`config.mk`:
```
export PLATFORM = sky130hd
export DESIGN_NAME = fp_div_seq
export DESIGN_NICKNAME = d
export VERILOG_FILES = /design/src/rtl/fp_div_seq.sv
export SDC_FILE = /design/constraint.sdc
export NUM_CORES = 1
export LEC_CHECK = 0
export CAP_MARGIN = 20
export CORE_AREA = 2 2 130 132
export CTS_BUF_LIST = sky130_fd_sc_hd__clkbuf_4 sky130_fd_sc_hd__clkbuf_8
export CTS_CLUSTER_SIZE = 20
export DETAILED_ROUTE_END_ITERATION = 7
export DIE_AREA = 0 0 132 134
export GPL_TIMING_DRIVEN = 0
export PLACE_DENSITY_LB_ADDON = 0.05
export SKIP_CTS_REPAIR_TIMING = 1
export SYNTH_ARGS = -nofsm -noshare
export SYNTH_HDL_FRONTEND = slang
export SYNTH_SLANG_ARGS = --single-unit
```
`constraint.sdc`:
```
create_clock -name clk -period 2.75 [get_ports clk]
set_input_delay 0.4125 -clock clk [delete_from_list [all_inputs] [get_ports clk]]
set_output_delay 0.4125 -clock clk [all_outputs]
set_load 0.005 [all_outputs]
```
`src/rtl/fp_div_seq.sv`:
```
// Iterative IEEE-754 single-precision divider (a / b), one restoring quotient bit per cycle.
// Denormals flush to zero, mantissa is truncated; valid/ready on both sides, one op in flight.
module fp_div_seq #(
  parameter int          ITER    = 25,
  parameter logic [31:0] NAN_VAL = 32'h7FC00000
) (
  input  logic        clk,
  input  logic        rst_n,
  input  logic        in_valid,
  output logic        in_ready,
  input  logic [31:0] a,
  input  logic [31:0] b,
  output logic        out_valid,
  input  logic        out_ready,
  output logic [31:0] result,
  output logic        busy
);

  typedef enum logic [1:0] {IDLE, DIVIDE, NORM, DONE} stateT;

  stateT       state, nextState;
  logic        sign;
  logic [7:0]  ea, eb;
  logic [23:0] mb;
  logic [24:0] rem, q;
  logic [4:0]  cnt;
  logic        isSpec;
  logic [31:0] specRes;

  // Operand classification on the live inputs; only used on the accepting edge
  logic        aZero, bZero, aInf, bInf, aNan, bNan, special;
  logic [31:0] specVal;
  logic        inSign;

  always_comb begin
    inSign  = a[31] ^ b[31];
    aZero   = (a[30:23] == '0);
    bZero   = (b[30:23] == '0);
    aInf    = (a[30:23] == '1) && (a[22:0] == '0);
    bInf    = (b[30:23] == '1) && (b[22:0] == '0);
    aNan    = (a[30:23] == '1) && (a[22:0] != '0);
    bNan    = (b[30:23] == '1) && (b[22:0] != '0);
    special = 1'b1;
    specVal = '0;
    if (aNan || bNan || (aInf && bInf) || (aZero && bZero)) begin
      specVal = NAN_VAL;
    end else if (aInf || bZero) begin
      specVal = {inSign, 8'hFF, 23'h0};
    end else if (aZero || bInf) begin
      specVal = {inSign, 31'h0};
    end else begin
      special = 1'b0;
    end
  end

  // One restoring step: rem < 2*mb always holds, so the difference fits in 24 bits
  logic        ge;
  logic [24:0] diff, remNext;

  always_comb begin
    ge      = (rem >= {1'b0, mb});
    diff    = rem - {1'b0, mb};
    remNext = ge ? {diff[23:0], 1'b0} : {rem[23:0], 1'b0};
  end

  // Normalisation: q[24] set means the quotient is in [1,2)
  logic [9:0]  eRaw;
  logic [22:0] frac;
  logic [31:0] normRes;

  always_comb begin
    frac = q[24] ? q[23:1] : q[22:0];
    eRaw = {2'b00, ea} - {2'b00, eb} + (q[24] ? 10'd127 : 10'd126);
    if ($signed(eRaw) >= 10'sd255) begin
      normRes = {sign, 8'hFF, 23'h0};
    end else if ($signed(eRaw) <= 10'sd0) begin
      normRes = {sign, 31'h0};
    end else begin
      normRes = {sign, eRaw[7:0], frac};
    end
  end

  always_ff @(posedge clk or negedge rst_n) begin
    if (!rst_n) state <= IDLE;
    else        state <= nextState;
  end

  always_comb begin
    nextState = state;
    case (state)
      IDLE:    if (in_valid) nextState = special ? NORM : DIVIDE;
      DIVIDE:  if (cnt == 5'(ITER - 1)) nextState = NORM;
      NORM:    nextState = DONE;
      DONE:    if (out_ready) nextState = IDLE;
      default: nextState = IDLE;
    endcase
  end

  always_ff @(posedge clk or negedge rst_n) begin
    if (!rst_n) begin
      sign    <= 1'b0;
      ea      <= '0;
      eb      <= '0;
      mb      <= '0;
      rem     <= '0;
      q       <= '0;
      cnt     <= '0;
      isSpec  <= 1'b0;
      specRes <= '0;
      result  <= '0;
    end else begin
      case (state)
        IDLE: if (in_valid) begin
          sign    <= inSign;
          ea      <= a[30:23];
          eb      <= b[30:23];
          mb      <= {1'b1, b[22:0]};
          rem     <= {2'b01, a[22:0]};
          q       <= '0;
          cnt     <= '0;
          isSpec  <= special;
          specRes <= specVal;
        end
        DIVIDE: begin
          q   <= {q[23:0], ge};
          rem <= remNext;
          cnt <= cnt + 5'd1;
        end
        NORM:    result <= isSpec ? specRes : normRes;
        default: ;
      endcase
    end
  end

  assign in_ready  = (state == IDLE);
  assign out_valid = (state == DONE);
  assign busy      = (state != IDLE);

endmodule
```
==> results of run 1 <==
flip-flops by register name, indices dropped and copies added (netlist names):
signal	count
cnt	5
ea	8
eb	8
isSpec	1
mb	24
q	25
rem	25
result	32
sign	1
specRes	3
state	2
through the flow:
| stage | std cells | setup TNS (ns) |
|---|---|---|
| after floorplan | 853 | -4.51 |
| after global placement | 1175 | -569.02 |
| after detailed placement | 1176 | -30.85 |
| after CTS | 1208 | -30.03 |
| after global routing | 1238 | -16.21 |
| final | 1238 | -10.41 |
worst min path at each step:
| stage | end | cells after the start |
|---|---|---|
| 2_1_floorplan | cnt[0] | 0 |
| 3_3_place_gp | mb[23] | 2 |
| 3_5_place_dp | ea[2] | 1 |
| 4_1_cts | ea[2] | 1 |
| 5_1_grt | sign | 1 |
| 6_report | mb[23] | 2 |
synthesized netlist by cell type, types with 13 or more instances:
master,count
nand2_1,48
dfrtp_1,134
inv_1,76
xnor2_1,16
clkbuf_1,19
nand3_1,19
a21oi_1,35
a22oi_1,13
nor2_1,41
nor4_1,13
o21ai_0,44
nor3_1,17
ha_1,40
mux2_2,41
o32ai_2,19
mux2i_1,33
a22o_1,29
placed cells by master (no fill, tap or decap), types with 7 or more instances in the layout:
cell type	netlist	layout
a21o_1	12	12
a21oi_1	35	32
a22o_1	29	29
a22oi_1	13	12
a31oi_1	11	7
buf_4	1	22
buf_6	6	11
clkbuf_1	19	11
clkbuf_8	0	17
clkdlybuf4s50_1	0	101
dfrtp_1	134	131
ha_1	40	22
ha_4	0	16
inv_1	76	68
inv_2	0	8
mux2_2	41	39
mux2i_1	33	31
nand2_1	48	46
nand3_1	19	16
nand4_1	12	12
nor2_1	41	39
nor3_1	17	15
nor4_1	13	12
o21a_1	8	8
o21ai_0	44	30
o21ai_1	5	14
o22ai_1	10	8
o32ai_2	19	17
xnor2_1	16	12
xor2_1	11	10
kinds of logic (layout without fill, tap and decap cells):
family          Yosys count  count (layout)
simple gates            202             202
xor+xnor                 31              31
buf+inv                 116             281
compound gates          254             254
fa+ha+maj                42              42
mux                      74              74
flops                   134             134
worst max-delay path: stages, from the launching register on:
cell       delay (ns)
dfrtp_1          0.36
inv_1            0.06
ha_1             0.32
buf_6            0.19
o2111ai_1        0.24
a31o_1           0.29
a21oi_1          0.42
o22ai_2          0.18
xnor2_2          0.19
or4_1            0.48
a221o_1          0.33
layer usage:
metal	vias up	wire, µm	GRT usage
li1	3484	-	-
met1	3700	9800	0.317
met2	258	12400	0.471
met3	65	1100	0.0408
met4	0	831	0.109
met5	-	0	0
final cells by class:
| cell class | instances | area [µm²] | area share |
|---|---|---|---|
| clock buffer | 17 | 234 | 0.0207 |
| timing repair buffer | 135 | 1380 | 0.122 |
| clock inverter | 15 | 176 | 0.0156 |
| inverter | 77 | 289 | 0.0255 |
| multi-input combinational | 603 | 5350 | 0.472 |
| sequential | 134 | 3360 | 0.296 |
| tap | 220 | 275 | 0.0243 |
| buffer | 37 | 267 | 0.0235 |
==> impl_metrics.csv, run 1 <==
group,metric,value,unit
floorplanning,die-area,17700,µm²
critical_path,reg2reg_depth,10,
placement,hpwl,17500,µm
routing,drt_pass1_iterations,5,
synthesis,synth.top_cells.by_area,"dfrtp_1 (39%), ha_1 (5.9%), mux2_2 (5.4%)",
synthesis,synthArstFlopShare,1.00,
global_routing,grt_pass1_vias,7272,
hold_path,min_from,"mb[23]",
floorplanning,fp-row-count,47,
floorplanning,die_h,134,µm
synthesis,yosysTopAreaCellShare,0.393,
synthesis,yosys_warnings,0,
timing,setup_viol,37,
synthesis,seq_area_frac_synth,0.393,
global_routing,overflow,0,
routing,viasPerCell,6.06,
timing,holdWs,0.468,ns
floorplanning,coreArea,16300,µm²
finish,final_core_util,0.695,
placement,dpl_cell_area,9890,µm²
synthesis,synth_compound_area_frac,0.233,
routing,drt-initial-drc-count,426,
timing,max_slew_margin,0.469,
synthesis,yosysUniqueCellTypes,83,
run_status,status,"complete, but fails checks",
synthesis,synth_edf_count,0,
finish,area.growth.synth_to_final,32.9,%
global_routing,grt_use_total,0.263,
timing,rsz0062_at_grt,"true",
critical_path,endpoint_kind,"register",
routing,ant_nets,0,
routing,drc,0,
critical_path,cp.required,3.10,ns
floorplanning,pin_count,103,
hold_path,hp-class,"register to register",
timing,slew_violations,0,
synthesis,synthAdderAreaFrac,0.0634,
critical_path,regToRegSetupSlack,-0.41,ns
finish,drive_above_1_share,0.253,
timing,fin_ws,-0.414,ns
clock_network,path_clk_slew,0.09,ns
timing,fmax,316,MHz
finish,num-fill-cells,1270,
job,drv_cap,0,
synthesis,synth.mux.area_fraction,0.0929,
synthesis,synth-simple-area-share,0.123,
clock_network,htreeDepth,4,
finish,antenna_cells,0,
synthesis,synth_top_cell_by_area,"dfrtp_1",
finish,stdcell_area,11300,µm²
timing,finClkSkew,0.0116,ns
global_routing,antenna_found_initial,0,
global_routing,grt_first_pass_wirelength,36900,µm
synthesis,synth-seq-cells,134,
floorplanning,die_x,132,µm
routing,routed_wl,24100,µm
placement,portBuffers,102,
placement,pre_cts_ws,-0.668,ns
timing,finalHoldViolations,0,
timing,worst_slew_pin_slew,0.796,ns
timing,period_minus_slack,3.16,ns
finish,nets,1115,
critical_path,startpoint_type,"register",
run_status,failed_checks,"negative setup slack",
synthesis,synth_cells,853,
clock_network,cts_tree,"done",
critical_path,path_max_fanout,10,
synthesis,synth_top_family_by_area,"compound AO/OA/AOI/OAI gates",
clock_network,clk_latency,0.46,ns
critical_path,worstSetupStartpoint,"eb[4]",
global_routing,grt_max_degree,73,
synthesis,yosys_most_used_dff,"dfrtp_1",
placement,place_congestion,0.981,
critical_path,critical_path.endpoint,"result[27]",
clock_network,clock-root-buffer,"clkbuf_8",
critical_path,crit_type,"register to register",
clock_network,clkSinkCount,134,
timing,fin_crit_sh,1.15,
clock_network,numCtsBuffers,17,
synthesis,syn-cell-area,8520,µm²
critical_path,timing.rr.start,"eb[4]",
critical_path,crit_arrival,3.51,ns
routing,routedWlPerCell,19.5,µm
synthesis,synth_xor_area_frac,0.0367,
routing,vias,7507,
synthesis,syn_nets,963,
clock_network,cts.path.max_buffers,2,
critical_path,timing.rr.end,"result[27]",
synthesis,synth.avg_cell_area,9.99,µm²
floorplanning,initial_core_util,0.523,
Power of run 1 is not shown: default switching activity piles up to over one toggle a cycle in this logic, so the estimate is an artifact.
==> inputs of run 2 (changes only) <==
Settings changed: REMOVE_ABC_BUFFERS set to 1.
==> run 2 against run 1 <==
Compared with the run above: first-iteration DRC count grew 18%; via count decreased by 3.4%; sequential share of layout area grew 0.39 points; flip-flop and latch count unchanged; wire length decreased by 4.2%; register-to-register slack got worse by 0.02 ns; core utilization decreased by 0.94 points; non-clock buffer count fell by 33; the flow still finishes with violations (negative setup slack); die area stayed put; critical path depth up 4; worst hold slack worse by 0.0076 ns.
==> impl_metrics.csv, run 2 (synthesized netlist as in run 1, its figures left out) <==
group,metric,value,unit
critical_path,timing.rr.end,"result[16]",
timing,tns,-12.17,ns
critical_path,endpoint_kind,"register",
clock_network,cts_tree,"done",
clock_network,clkSinkCount,134,
routing,routed_wl,23100,µm
timing,finClkSkew,0.0198,ns
floorplanning,initial_core_util,0.523,
global_routing,overflow,0,
critical_path,crit_arrival,3.51,ns
finish,antenna_cells,0,
finish,largest_reg_flops,32,
critical_path,timing.rr.start,"ea[0]",
timing,setup_viol,31,
timing,worst_slew_pin_slew,0.865,ns
timing,max_slew_margin,0.423,
run_status,failed_checks,"negative setup slack",
finish,area.growth.synth_to_final,31.1,%
floorplanning,die_x,132,µm
hold_path,hp-class,"register to register",
finish,reg_top3,"result (32), q (25), rem (25)",
timing,fin_crit_sh,1.16,
clock_network,clk_latency,0.48,ns
critical_path,regToRegSetupSlack,-0.44,ns
timing,fmax,314,MHz
finish,final_common_cell,"dfrtp_1",
timing,period_minus_slack,3.19,ns
timing,holdWs,0.460,ns
clock_network,htreeDepth,4,
critical_path,crit_type,"register to register",
placement,hpwl,16000,µm
finish,nets,1086,
finish,stdcell_area,11200,µm²
timing,fin_ws,-0.435,ns
critical_path,reg2reg_depth,14,
global_routing,grt_max_degree,79,
job,drv_cap,0,
placement,portBuffers,102,
clock_network,clock-root-buffer,"clkbuf_8",
timing,rsz0062_at_grt,"true",
finish,layout_common_cells,"dfrtp_1 (133), clkdlybuf4s50_1 (101), inv_1 (71), nand2_1 (46), o21ai_0 (40)",
floorplanning,die_h,134,µm
routing,ant_nets,0,
hold_path,min_delay_path_depth,2,
global_routing,grt_pass1_vias,6953,
timing,finalHoldViolations,0,
global_routing,grt_first_pass_wirelength,35100,µm
critical_path,path_max_fanout,8,
finish,drive_above_1_share,0.231,
finish,top_register,"result",
floorplanning,die-area,17700,µm²
routing,drt_pass1_iterations,5,
hold_path,hold_end,"mb[23]",
placement,dpl_cell_area,9770,µm²
routing,vias,7249,
clock_network,cts.path.max_buffers,2,
floorplanning,pin_count,103,
hold_path,min_from,"mb[23]",
critical_path,startpoint_type,"register",
run_status,status,"complete, but fails checks",
routing,drt-initial-drc-count,501,
timing,slew_violations,0,
placement,place_congestion,0.908,
clock_network,numCtsBuffers,17,
global_routing,grt_use_total,0.250,
routing,drc,0,
floorplanning,fp-row-count,47,
routing,viasPerCell,6.00,
floorplanning,coreArea,16300,µm²
routing,routedWlPerCell,19.1,µm
clock_network,path_clk_slew,0.10,ns
global_routing,antenna_found_initial,0,
critical_path,cp.required,3.07,ns
==> run 2: final cells by class <==
type	instances	area [µm²]
Clock buffer	17	234
Multi-Input combinational cell	607	5350
Sequential cell	134	3350
Clock inverter	15	226
Timing Repair Buffer	139	1450
Fill cell	1272	5110
Tap cell	220	275
Inverter	77	289
==> run 2: how the worst max path moves through the flow <==
stage | cells after the start | to | from | slack, ns
detailed placement | 14 | result[7] | ea[0] | -1.07
global route | 15 | result[12] | ea[0] | -0.54
CTS | 14 | result[7] | ea[0] | -1.10
global placement | 1 | rem[21] | rst_n | -4.09
floorplan | 10 | result[0] | q[24] | -0.89
finish | 14 | result[16] | ea[0] | -0.44
==> run 2: stage by stage <==
stage / std cells / util / setup slack (ns)
CTS: 1174 / 0.628 / -1.10
global route: 1209 / 0.686 / -0.545
global placement: 1136 / 0.590 / -4.09
finish: 1209 / 0.686 / -0.435
detailed placement: 1142 / 0.600 / -1.07
floorplan: 814 / - / -0.895
==> run 2: routing by layer <==
layer	vias up	global-route usage	part of all wire
li1	3426	-	-
met1	3583	0.313	0.42
met2	203	0.435	0.52
met3	37	0.0420	0.037
met4	0	0.0930	0.022
met5	-	0	0
==> run 2: worst max-delay path: stages, from the launching register on <==
cell and delay (ns):
dfrtp_1 0.39, inv_1 0.06, ha_2 0.18, inv_2 0.04
fa_2 0.46, a211oi_4 0.29, nor2_4 0.13, xnor2_4 0.17
buf_4 0.16, nor3_2 0.24, o22ai_1 0.15, o22ai_2 0.25
or2_4 0.24, clkbuf_16 0.18, o32ai_2 0.08
Power of run 2 is left out for the same reason.
==> inputs of run 3 (changes only) <==
Settings changed: CORE_AREA 2 2 130 132 to 2 2 107 161, DIE_AREA 0 0 132 134 to 0 0 109 163.
==> run 3 against run 2 <==
Compared with the run above: the flow still finishes with violations (negative setup slack); clock skew shrank 0.0021 ns; core utilization is 1.3 points higher; maximum frequency barely moved; setup slack lost 0.0029 ns; clock-buffer cell count stayed put; critical path type unchanged; largest cell class unchanged.
==> impl_metrics.csv, run 3 (synthesized netlist as in run 1, its figures left out) <==
group,metric,value,unit
run_status,status,"complete, but fails checks",
run_status,failed_checks,"negative setup slack",
floorplanning,initial_core_util,0.517,
floorplanning,die_h,163,µm
finish,area.growth.synth_to_final,35.2,%
global_routing,grt_use_total,0.273,
timing,rsz0062_at_grt,"true",
global_routing,grt_first_pass_wirelength,37100,µm
routing,viasPerCell,6.19,
finish,final_common_cell,"dfrtp_1",
routing,ant_nets,0,
floorplanning,pin_count,103,
finish,num-fill-cells,1255,
clock_network,clk_latency,0.46,ns
timing,finClkSkew,0.0177,ns
finish,reg_top3,"result (32), q (25), rem (25)",
floorplanning,die-area,17800,µm²
placement,place_congestion,0.933,
routing,drc,0,
global_routing,overflow,0,
clock_network,cts.path.max_buffers,2,
floorplanning,fp-row-count,58,
critical_path,crit_type,"register to register",
critical_path,endpoint_kind,"register",
timing,period_minus_slack,3.19,ns
routing,routed_wl,25600,µm
timing,slew_violations,0,
clock_network,clock-root-buffer,"clkbuf_8",
timing,max_slew_margin,0.293,
hold_path,hp-class,"input port to async pin",
global_routing,antenna_found_initial,0,
finish,top_register,"result",
clock_network,numCtsBuffers,17,
global_routing,grt_max_degree,99,
floorplanning,die_x,109,µm
timing,fin_crit_sh,1.16,
timing,fmax,314,MHz
critical_path,startpoint_type,"register",
placement,placedCellCount,1132,
routing,drt_pass1_iterations,7,
critical_path,regToRegSetupSlack,-0.44,ns
routing,vias,7447,
finish,drive_above_1_share,0.267,
finish,antenna_cells,0,
finish,final_cells,1204,
clock_network,clkSinkCount,134,
timing,fin_ws,-0.438,ns
critical_path,cp.required,3.06,ns
finish,nets,1091,
placement,hpwl,17800,µm
critical_path,path_max_fanout,6,
routing,drt-initial-drc-count,476,
finish,largest_reg_flops,32,
timing,finalHoldViolations,0,
routing,routedWlPerCell,21.3,µm
clock_network,path_clk_slew,0.09,ns
global_routing,grt_pass1_vias,7368,
clock_network,cts_tree,"done",
floorplanning,coreArea,16500,µm²
timing,worst_slew_pin_slew,1.05,ns
timing,setup_viol,55,
placement,portBuffers,102,
job,drv_cap,0,
finish,layout_common_cells,"dfrtp_1 (132), clkdlybuf4s50_1 (101), inv_1 (71), nand2_1 (44), mux2_2 (39)",
critical_path,crit_arrival,3.50,ns
clock_network,htreeDepth,4,
[run 3: path summary, 6_finish.rpt]
| path | start | to | cells after the start |
|---|---|---|---|
| hold / removal | rst_n | ea[1] | 2 |
| setup reg to reg | ea[0] | result[4] | 14 |
| max in group asynchronous | rst_n | rem[12] | 3 |
| min in group clk | mb[23] | mb[23] | 2 |
| setup / recovery | ea[0] | result[4] | 14 |
| hold reg to reg | mb[23] | mb[23] | 2 |
[run 3: routing by layer]
metal | part of all wire | GRT usage | up-vias
met2 | 0.54 | 0.492 | 275
li1 | - | - | 3438
met3 | 0.040 | 0.0444 | 101
met4 | 0.075 | 0.182 | 0
met1 | 0.35 | 0.284 | 3633
met5 | 0 | 0 | -
[run 3: area by class of cell]
| cell class | instances | area (µm²) | area share |
|---|---|---|---|
| multi-input cells | 606 | 5640 | 0.490 |
| well taps | 210 | 263 | 0.0228 |
| clock buffers | 17 | 234 | 0.0203 |
| repair buffers | 145 | 1550 | 0.135 |
| flip-flops and latches | 134 | 3360 | 0.291 |
| inverters | 77 | 294 | 0.0255 |
| clock inverters | 15 | 180 | 0.0156 |
[run 3: worst max-delay path, stage by stage (launching register included)]
cell      delay, ns
dfrtp_1        0.39
inv_2          0.07
ha_4           0.13
inv_2          0.04
fa_2           0.42
buf_12         0.16
xnor2_4        0.26
and3_4         0.25
mux2i_4        0.09
a211oi_4       0.36
o22ai_2        0.11
o22ai_2        0.22
or2_4          0.27
buf_16         0.17
o32ai_4        0.09
[run 3: per-stage QoR]
step	hold WS [ns]	setup TNS, ns	instance area, µm²	util	setup WS, ns
floorplan	0.117	-37.93	8320	-	-0.895
global route	0.448	-20.04	11500	0.699	-0.539
CTS	-0.162	-46.82	10200	0.616	-1.10
global placement	0.432	-701.49	9600	0.583	-4.04
detailed placement	0.342	-46.51	9740	0.591	-1.06
finish	0.424	-13.64	11500	0.699	-0.438
Power of run 3 is left out for the same reason.
